$ cat config.mk
export PLATFORM = sky130hd
export DESIGN_NAME = cnn1d_infer_ctrl_flat
export DESIGN_NICKNAME = d
export VERILOG_FILES = /design/src/rtl/cnn1d_infer_ctrl_if.sv /design/src/rtl/cnn1d_infer_ctrl.sv /design/src/flat_wrapper.sv
export SDC_FILE = /design/constraint.sdc
export NUM_CORES = 1
export LEC_CHECK = 0
export CORE_MARGIN = 2
export CORE_UTILIZATION = 43
export DETAILED_ROUTE_END_ITERATION = 12
export HOLD_SLACK_MARGIN = 0.15
export PLACE_DENSITY = 0.95
export SYNTH_ARGS = -nofsm -noshare
export SYNTH_HDL_FRONTEND = slang
export SYNTH_SLANG_ARGS = --single-unit
$ cat constraint.sdc
create_clock -name clk -period 3.5 [get_ports clk]
set_input_delay 0.525 -clock clk [delete_from_list [all_inputs] [get_ports clk]]
set_output_delay 0.525 -clock clk [all_outputs]
set_load 0.02 [all_outputs]
$ cat src/rtl/cnn1d_infer_ctrl_if.sv
// rtl/cnn1d_infer_ctrl_if.sv - handshake bundle for the 1D CNN inference frame sequencer
//
// Groups every non-clock/reset signal of cnn1d_infer_ctrl.
//   master : environment side (sample source, conv input, neuron layer, decision consumer)
//   slave  : the sequencer itself
// Signals:
//   start / busy                              inference trigger and activity flag
//   src_valid / src_ready / src_data          raw sample stream in
//   cnn_valid_in / cnn_ready_in / cnn_data_in gated sample stream to the conv layer
//   res_valid / res_ready / res_data0/1       neuron layer scores (NEW, WORN)
//   out_valid / out_ready / out_condition / out_timeout / out_frame_id   tagged decision
interface cnn1d_infer_ctrl_if #(
   parameter int DATA_WIDTH     = 32,
   parameter int FRAME_ID_WIDTH = 8
);
   logic                      start;
   logic                      busy;
   logic                      src_valid;
   logic                      src_ready;
   logic [DATA_WIDTH-1:0]     src_data;
   logic                      cnn_valid_in;
   logic                      cnn_ready_in;
   logic [DATA_WIDTH-1:0]     cnn_data_in;
   logic                      res_valid;
   logic                      res_ready;
   logic [DATA_WIDTH-1:0]     res_data0;
   logic [DATA_WIDTH-1:0]     res_data1;
   logic                      out_valid;
   logic                      out_ready;
   logic                      out_condition;
   logic                      out_timeout;
   logic [FRAME_ID_WIDTH-1:0] out_frame_id;

   modport master (
      output start, src_valid, src_data, cnn_ready_in, res_valid, res_data0, res_data1, out_ready,
      input  busy, src_ready, cnn_valid_in, cnn_data_in, res_ready, out_valid, out_condition,
             out_timeout, out_frame_id
   );

   modport slave (
      input  start, src_valid, src_data, cnn_ready_in, res_valid, res_data0, res_data1, out_ready,
      output busy, src_ready, cnn_valid_in, cnn_data_in, res_ready, out_valid, out_condition,
             out_timeout, out_frame_id
   );
endinterface

$ cat src/rtl/cnn1d_infer_ctrl.sv
// rtl/cnn1d_infer_ctrl.sv - frame-level sequencer for the 1D CNN inference datapath
//
// Gates FRAME_LEN samples from the source into the conv layer per inference, waits for the
// two neuron-layer scores, and reports a tagged NEW(0)/WORN(1) decision. A watchdog aborts
// the wait after TIMEOUT_CYCLES cycles and reports a timeout decision instead.
//
// Ports:
//   clk  : clock
//   rst  : synchronous, active-high reset
//   bus  : cnn1d_infer_ctrl_if.slave (start/busy, src_*, cnn_*, res_*, out_*)
//
// Build option:
//   CNN1D_INFER_CTRL_AUTORESTART_EN : after an accepted normal report, re-enter FEED
//   without a new start; a timeout report still returns to IDLE.
module cnn1d_infer_ctrl #(
   parameter int DATA_WIDTH     = 32,
   parameter int FRAME_LEN      = 256,
   parameter int TIMEOUT_CYCLES = 65535,
   parameter int FRAME_ID_WIDTH = 8
) (
   input logic              clk,
   input logic              rst,
   cnn1d_infer_ctrl_if.slave bus
);

   localparam logic [1:0] S_IDLE   = 2'd0;
   localparam logic [1:0] S_FEED   = 2'd1;
   localparam logic [1:0] S_WAIT   = 2'd2;
   localparam logic [1:0] S_REPORT = 2'd3;

   // +1 keeps the widths non-zero when FRAME_LEN or TIMEOUT_CYCLES is 1
   localparam int CNT_W = $clog2(FRAME_LEN + 1);
   localparam int TO_W  = $clog2(TIMEOUT_CYCLES + 1);
   localparam logic [CNT_W-1:0] CNT_LAST = CNT_W'(FRAME_LEN - 1);
   localparam logic [TO_W-1:0]  TO_LAST  = TO_W'(TIMEOUT_CYCLES - 1);

   logic [1:0]                state_q;
   logic [CNT_W-1:0]          sample_cnt_q;
   logic [TO_W-1:0]           timeout_cnt_q;
   logic [FRAME_ID_WIDTH-1:0] frame_id_q;
   logic                      condition_q;
   logic                      timeout_q;

   logic signed [DATA_WIDTH-1:0] score_new;
   logic signed [DATA_WIDTH-1:0] score_worn;
   logic                         in_feed;
   logic                         sample_hs;

   assign score_new  = bus.res_data0;
   assign score_worn = bus.res_data1;
   assign in_feed    = (state_q == S_FEED);
   // Counted on the source/conv pair directly so the count matches what the conv layer took
   assign sample_hs  = in_feed & bus.src_valid & bus.cnn_ready_in;

   // Zero-latency pass-through while feeding; data is never gated, only the handshake is
   assign bus.cnn_data_in   = bus.src_data;
   assign bus.cnn_valid_in  = in_feed & bus.src_valid;
   assign bus.src_ready     = in_feed & bus.cnn_ready_in;
   assign bus.res_ready     = (state_q == S_WAIT);
   assign bus.out_valid     = (state_q == S_REPORT);
   assign bus.busy          = (state_q != S_IDLE);
   assign bus.out_condition = condition_q;
   assign bus.out_timeout   = timeout_q;
   assign bus.out_frame_id  = frame_id_q;

   always_ff @(posedge clk) begin
      if (rst) begin
         state_q       <= S_IDLE;
         sample_cnt_q  <= '0;
         timeout_cnt_q <= '0;
         frame_id_q    <= '0;
         condition_q   <= 1'b0;
         timeout_q     <= 1'b0;
      end else begin
         case (state_q)
            S_IDLE: begin
               if (bus.start) begin
                  state_q      <= S_FEED;
                  sample_cnt_q <= '0;
               end
            end
            S_FEED: begin
               if (sample_hs) begin
                  if (sample_cnt_q == CNT_LAST) begin
                     state_q       <= S_WAIT;
                     timeout_cnt_q <= '0;
                  end else begin
                     sample_cnt_q <= sample_cnt_q + 1'b1;
                  end
               end
            end
            S_WAIT: begin
               // A result arriving on the expiry cycle takes priority over the watchdog
               if (bus.res_valid) begin
                  condition_q <= (score_new < score_worn);
                  timeout_q   <= 1'b0;
                  state_q     <= S_REPORT;
               end else if (timeout_cnt_q == TO_LAST) begin
                  condition_q <= 1'b0;
                  timeout_q   <= 1'b1;
                  state_q     <= S_REPORT;
               end else begin
                  timeout_cnt_q <= timeout_cnt_q + 1'b1;
               end
            end
            S_REPORT: begin
               if (bus.out_ready) begin
                  frame_id_q <= frame_id_q + 1'b1;
`ifdef CNN1D_INFER_CTRL_AUTORESTART_EN
                  if (timeout_q) begin
                     state_q <= S_IDLE;
                  end else begin
                     state_q      <= S_FEED;
                     sample_cnt_q <= '0;
                  end
`else
                  state_q <= S_IDLE;
`endif
               end
            end
            default: state_q <= S_IDLE;
         endcase
      end
   end

endmodule

$ cat src/flat_wrapper.sv
// flat-port wrapper written by rule: the top's interface ports become plain ports
module cnn1d_infer_ctrl_flat 
#(
   parameter int DATA_WIDTH     = 32,
   parameter int FRAME_LEN      = 256,
   parameter int TIMEOUT_CYCLES = 65535,
   parameter int FRAME_ID_WIDTH = 8
)
  (clk, rst, bus_start, bus_src_valid, bus_src_data, bus_cnn_ready_in, bus_res_valid, bus_res_data0, bus_res_data1, bus_out_ready, bus_busy, bus_src_ready, bus_cnn_valid_in, bus_cnn_data_in, bus_res_ready, bus_out_valid, bus_out_condition, bus_out_timeout, bus_out_frame_id);
  cnn1d_infer_ctrl_if #(.DATA_WIDTH(DATA_WIDTH), .FRAME_ID_WIDTH(FRAME_ID_WIDTH)) bus_i ();
  input logic clk;
  input logic rst;
  input wire logic [$bits(bus_i.start)-1:0] bus_start;
  input wire logic [$bits(bus_i.src_valid)-1:0] bus_src_valid;
  input wire logic [$bits(bus_i.src_data)-1:0] bus_src_data;
  input wire logic [$bits(bus_i.cnn_ready_in)-1:0] bus_cnn_ready_in;
  input wire logic [$bits(bus_i.res_valid)-1:0] bus_res_valid;
  input wire logic [$bits(bus_i.res_data0)-1:0] bus_res_data0;
  input wire logic [$bits(bus_i.res_data1)-1:0] bus_res_data1;
  input wire logic [$bits(bus_i.out_ready)-1:0] bus_out_ready;
  output wire logic [$bits(bus_i.busy)-1:0] bus_busy;
  output wire logic [$bits(bus_i.src_ready)-1:0] bus_src_ready;
  output wire logic [$bits(bus_i.cnn_valid_in)-1:0] bus_cnn_valid_in;
  output wire logic [$bits(bus_i.cnn_data_in)-1:0] bus_cnn_data_in;
  output wire logic [$bits(bus_i.res_ready)-1:0] bus_res_ready;
  output wire logic [$bits(bus_i.out_valid)-1:0] bus_out_valid;
  output wire logic [$bits(bus_i.out_condition)-1:0] bus_out_condition;
  output wire logic [$bits(bus_i.out_timeout)-1:0] bus_out_timeout;
  output wire logic [$bits(bus_i.out_frame_id)-1:0] bus_out_frame_id;
  assign bus_i.start = bus_start;
  assign bus_i.src_valid = bus_src_valid;
  assign bus_i.src_data = bus_src_data;
  assign bus_i.cnn_ready_in = bus_cnn_ready_in;
  assign bus_i.res_valid = bus_res_valid;
  assign bus_i.res_data0 = bus_res_data0;
  assign bus_i.res_data1 = bus_res_data1;
  assign bus_i.out_ready = bus_out_ready;
  assign bus_busy = bus_i.busy;
  assign bus_src_ready = bus_i.src_ready;
  assign bus_cnn_valid_in = bus_i.cnn_valid_in;
  assign bus_cnn_data_in = bus_i.cnn_data_in;
  assign bus_res_ready = bus_i.res_ready;
  assign bus_out_valid = bus_i.out_valid;
  assign bus_out_condition = bus_i.out_condition;
  assign bus_out_timeout = bus_i.out_timeout;
  assign bus_out_frame_id = bus_i.out_frame_id;
  cnn1d_infer_ctrl #(.DATA_WIDTH(DATA_WIDTH), .FRAME_LEN(FRAME_LEN), .TIMEOUT_CYCLES(TIMEOUT_CYCLES), .FRAME_ID_WIDTH(FRAME_ID_WIDTH)) u_core (.clk(clk), .rst(rst), .bus(bus_i));
endmodule
Word level (Yosys, flattened, before mapping)
Index checks and enable logic that the tools add are counted.
{"block": "word_totals", "output_inout_bits": 47, "elab_cells": 56, "reg_bits": 37, "input_bits": 103}
{"block": "op_classes", "n_lt_le_gt_ge": 1, "n_bitwise": 3, "n_addsub": 3, "n_reduce_logical": 10, "eq_ne": 13, "muxes": 20}
{"operator": "16-bit 2-to-1 mux", "count": 4}
{"operator": "32-bit < comparator", "count": 1}
{"operator": "16-bit case mux with 2 select lines", "count": 1}
{"operator": "9-bit 2-to-1 mux", "count": 3}
{"operator": "9-bit case mux with 2 select lines", "count": 1}
{"operator": "16-bit by 1-bit adder with 16-bit output (second input constant)", "count": 1}
{"operator": "16-bit == test (second input constant)", "count": 1}
{"operator": "2-bit != test (second input constant)", "count": 7}
{"operator": "2-bit 2-to-1 mux", "count": 6}
{"operator": "5-bit AND reduction", "count": 2}
{"operator": "9-bit by 1-bit adder with 9-bit output (second input constant)", "count": 1}
{"operator": "9-bit by 8-bit == test with 1-bit output (second input constant)", "count": 1}
{"operator": "8-bit by 1-bit adder with 8-bit output (second input constant)", "count": 1}
{"operator": "2-bit case mux with 4 select lines", "count": 1}
{"operator": "2-bit nonzero test", "count": 4}
{"operator": "2-bit == test (second input constant)", "count": 2}
{"operator": "1-bit 2-to-1 mux", "count": 4}
{"operator": "2-bit AND reduction", "count": 2}
{"operator": "4-bit AND reduction", "count": 1}
{"operator": "1-bit AND", "count": 3}
{"operator": "3-bit by 2-bit != test with 1-bit output (second input constant)", "count": 1}
{"operator": "2-bit by 1-bit == test with 1-bit output (second input constant)", "count": 1}
{"operator": "2-bit logical NOT", "count": 1}

Depth between registers and ports, before layout
{"block": "depth", "word_depth": 5, "ltp_mapped": 11, "depth_no_buf": 10}

Worst setup path after synthesis
OpenSTA, ideal clock, no wires.
{"block": "synth_timing", "path_kind": "reg2reg", "from": "reg u_core.sample_cnt_q[0]", "to": "reg u_core.timeout_cnt_q[13]", "setup_ns": 0.070, "required_ns": 3.430, "period_less_slack_ns": 2.203, "slack_ns": 1.297, "t_arrival_ns": 2.132, "stages_incl_launch_ff": 12, "n_path_buf": 1, "path_cell_list": "dfxtp_1 > ha_1 > nand3_1 > nor2_1 > ha_1 > nand3_1 > a211o_1 > a211oi_2 > buf_6 > nand2_4 > or3_1 > a21oi_1"}
{"block": "synth_via", "elab_chain_len": 3}
{"element": "start: declaration", "line_no": "cnn1d_infer_ctrl.sv:38", "source": "logic [CNT_W-1:0] sample_cnt_q;"}
{"element": "start signal: assignment", "line_no": "cnn1d_infer_ctrl.sv:88", "source": "sample_cnt_q <= sample_cnt_q + 1'b1;"}
{"element": "9-bit by 8-bit == test with 1-bit output", "line_no": "cnn1d_infer_ctrl.sv:84", "source": "if (sample_cnt_q == CNT_LAST) begin"}
{"element": "2-bit != test (no source line)"}
{"element": "5-bit AND reduction (no source line)"}
{"element": "end signal: assignment", "line_no": "cnn1d_infer_ctrl.sv:103", "source": "timeout_cnt_q <= timeout_cnt_q + 1'b1;"}
{"element": "end: declaration", "line_no": "cnn1d_infer_ctrl.sv:39", "source": "logic [TO_W-1:0] timeout_cnt_q;"}
Every way passes these cells.
A chain may end at the register's enable or synchronous reset.

Worst setup path in the final report
{"block": "layout_timing", "from": "reg u_core.sample_cnt_q[0]", "to": "reg u_core.timeout_cnt_q[15]"}
The elaborated chain is that of the path after synthesis.

==> results by group <==
Status
  – Outcome: finished, final reports clean

Power and ir drop
  – Leak: 0.00159 uW
  – Flop pwr share: 0.362
  – Switching share of power: 0.348
  – Pwr/cell area: 344 nW/um2
  – Sw Pwr: 436 uW
  – Comb pwr share: 0.400
  – Peak supply drop: 0.000317 V
  – Total power: 1250 uW
  – Internal Pwr Total: 819 uW
  – Clock power frac: 0.238

Cells and area
  – Syn-to-layout area delta: 27.1%
  – Footprint of the multi-input gates: 1690 um2
  – ANT cells: 0
  – Nets: 556
  – Number of fill cells: 536
  – Util after Layout: 0.571
  – Reg area: 741 um2
  – Ratio of cells with drive above 1 in the final layout: 0.0386
  – Finished Cell Area: 3650 um2

Global routing
  – GRT overflow: 0
  – GRT Overall Usage: 0.181
  – Initial antenna violation count: 0
  – Global-route wire length before repair: 11000 um
  – Vias in the first global route: 2716
  – Largest net degree at the start of global routing: 18

Routing
  – Post-DR wirelength/cell: 13.1 um
  – Via count: 2593
  – DRC: 0
  – DRT iter0 DRCs: 102
  – DRT Pass-1 Iters: 4
  – Final ANT Viol Nets: 0
  – Drt total wl: 6430 um
  – Vias/cell: 5.28

Clock network
  – Hold-fix buffers, CTS: 0
  – Clk Latency, worst-skew pair: 0.29 ns
  – H-tree levels: 2
  – TritonCTS clock tree: done
  – Sink Count: 37
  – Post_cts resized: 0
  – Clk buf depth: 2
  – CTS root buf: clkbuf_8
  – Post-CTS Setup Inserts: 0
  – CTS clk-pin slew, worst paths: 0.08 ns
  – TritonCTS Buffers: 5

Timing
  – Unrepaired setup endpoints after global routing: no
  – Max_slew headroom: 0.547
  – Fmax: 394 MHz
  – Worst slew pin tran: 0.672 ns
  – Final Skew: 0.0115 ns
  – Final setup TNS: 0 ns
  – Slew Viols, Final: 0
  – Final min period: 2.54 ns
  – Final Worst Setup Slack: 0.963 ns
  – # setup viols final: 0
  – Final period util: 0.725
  – Final Hold Viols: 0

Logic synthesis
  – Synth unique cells: 40
  – Synth Area in Compound Gates: 0.120
  – Post-synth ARST share: 0
  – Seq cells post-synth: 37
  – Top cells by count, synth: 44 x inv_1, 40 x ha_1, 38 x nor2_1, 37 x dfxtp_1, 33 x buf_4
  – Share of the synthesized area in the top cell type: 0.258
  – Yosys warnings: 0
  – Post-Syn Instances: 357
  – Synth area leader: dfxtp_1
  – Largest cells by area after synthesis: dfxtp_1 26%, ha_1 17%, buf_4 8.6%
  – Area share of fa/ha/maj cells after synthesis: 0.175
  – Main synth FF type: dfxtp_1
  – XOR/XNOR share of the synthesized area: 0.0672
  – Syn avg cell area: 8.03 um2
  – Syn Nets: 500
  – Post-synth EDFFs: 0
  – Mapped Area: 2870 um2
  – Seq/Total Area, Yosys: 0.258
  – Most frequent cell after synthesis: inv_1
  – Post-synthesis simple-gate area fraction: 0.212
  – Largest family of logic cells by synthesized area: simple AND/OR/NAND/NOR gates
  – Mux share of post-synthesis cell area: 0.0144

Worst setup path
  – Critical path class: reg -> reg
  – CP Data Required Time: 3.71 ns
  – Startpoint Class: flop
  – CP Data Arrival Time: 2.75 ns
  – CP Max Fanout: 11
  – Crit end category: flop

Place
  – Post-DP HPWL: 5350 um
  – Area after DPL: 3560 um2
  – Number of port buffers: 85
  – RD Place Congestion: 0.839
  – Pre-CTS setup slack: 0.925 ns

Die
  – Initial Util: 0.449
  – DIE AREA: 7340 um2
  – # IOs: 150
  – Core area: 6390 um2
  – Cell Rows: 29
  – Height of the die: 85.7 um
  – Die width: 85.7 um

Run
  – Max-Cap Viols: 0

Worst hold path
  – Hold Crit Class: reg -> reg
layout make-up:
class | instances | share of cell area
clock buffers | 5 | 0.0189
clock inverters | 3 | 0.00583
inverters | 44 | 0.0453
multi-input cells | 238 | 0.463
flip-flops and latches | 37 | 0.203
well taps | 77 | 0.0264
repair buffers | 87 | 0.237
worst max-delay path, stage by stage (launching register included):
cell and delay (ns):
dfxtp_1 0.40, ha_1 0.20, nand3_1 0.08, nor2_1 0.10, ha_1 0.17, nand3_1 0.13
a211o_1 0.35, a211oi_2 0.20, buf_4 0.21, nand3_1 0.15, or3_1 0.33, a21oi_1 0.15
through the flow:
| stage | hold slack (ns) | instances |
|---|---|---|
| 3_5_place_dp | 0.484 | 483 |
| 5_1_grt | 0.530 | 491 |
| 2_1_floorplan | 0.458 | 357 |
| 3_3_place_gp | 0.473 | 483 |
| 4_1_cts | 0.497 | 491 |
| 6_report | 0.498 | 491 |
logic make-up (layout without fill, tap and decap cells):
| logic type | after synthesis | after routing |
|---|---|---|
| AND/OR/NAND/NOR | 119 | 119 |
| buffers and inverters | 82 | 139 |
| multiplexers | 4 | 4 |
| adder cells (fa/ha/maj) | 40 | 40 |
| flip-flops | 37 | 37 |
| AO/OA/AOI/OAI | 53 | 53 |
| XOR/XNOR | 22 | 22 |
power groups by stage:
stage / registers [uW] / clock network [uW] / logic [uW]
after global placement: 462 / 0 / 468
after detailed placement: 464 / 0 / 496
after global routing: 457 / 327 / 550
after floorplan: 463 / 0 / 364
final: 454 / 298 / 502
after CTS: 454 / 306 / 506
path summary, 6_finish.rpt:
| check | start | end | slack [ns] | depth (start not counted) |
|---|---|---|---|---|
| worst min register to register | u_core.sample_cnt_q[1]$_SDFFE_PP0P_ | u_core.sample_cnt_q[1]$_SDFFE_PP0P_ | 0.50 | 2 |
| worst min-delay path | u_core.sample_cnt_q[1]$_SDFFE_PP0P_ | u_core.sample_cnt_q[1]$_SDFFE_PP0P_ | 0.50 | 2 |
| worst max register to register | u_core.sample_cnt_q[0]$_SDFFE_PP0P_ | u_core.timeout_cnt_q[15]$_SDFFE_PP0P_ | 0.96 | 11 |
| worst max-delay path | u_core.sample_cnt_q[0]$_SDFFE_PP0P_ | u_core.timeout_cnt_q[15]$_SDFFE_PP0P_ | 0.96 | 11 |
flip-flops by register name, indices dropped and copies added (netlist names):
name                      count
u_core.timeout_cnt_q         16
u_core.sample_cnt_q           9
u_core.bus.out_frame_id       8
u_core.state_q                2
u_core.bus.out_condition      1
u_core.bus.out_timeout        1
cell usage in the layout (no fill, tap or decap), drive strengths merged, types with 2 or more instances in the layout:
cell           instances
and3                   5
ha                    40
dfxtp                 37
a211o                  2
and2                   6
nand2                 16
buf                    2
inv                   45
nand4                 17
nand2b                 5
a21o                   5
nor2                  38
xnor2                  3
or3                    6
a211oi                 3
mux2i                  3
clkdlybuf4s50         85
o31ai                  2
o21ai                 10
clkbuf                 5
a21oi                 24
nand3                 21
xor2                  19
routing by layer:
| metal | share of wire | vias to the layer above | global-route usage | wire length [um] |
|---|---|---|---|---|
| met3 | 0.047 | 24 | 0.0404 | 299 |
| met1 | 0.37 | 1204 | 0.178 | 2370 |
| met4 | 0.026 | 0 | 0.0722 | 166 |
| li1 | - | 1291 | - | - |
| met5 | 0 | - | 0 | 0 |
| met2 | 0.56 | 74 | 0.362 | 3590 |
Power figures use the tool's default switching activity.
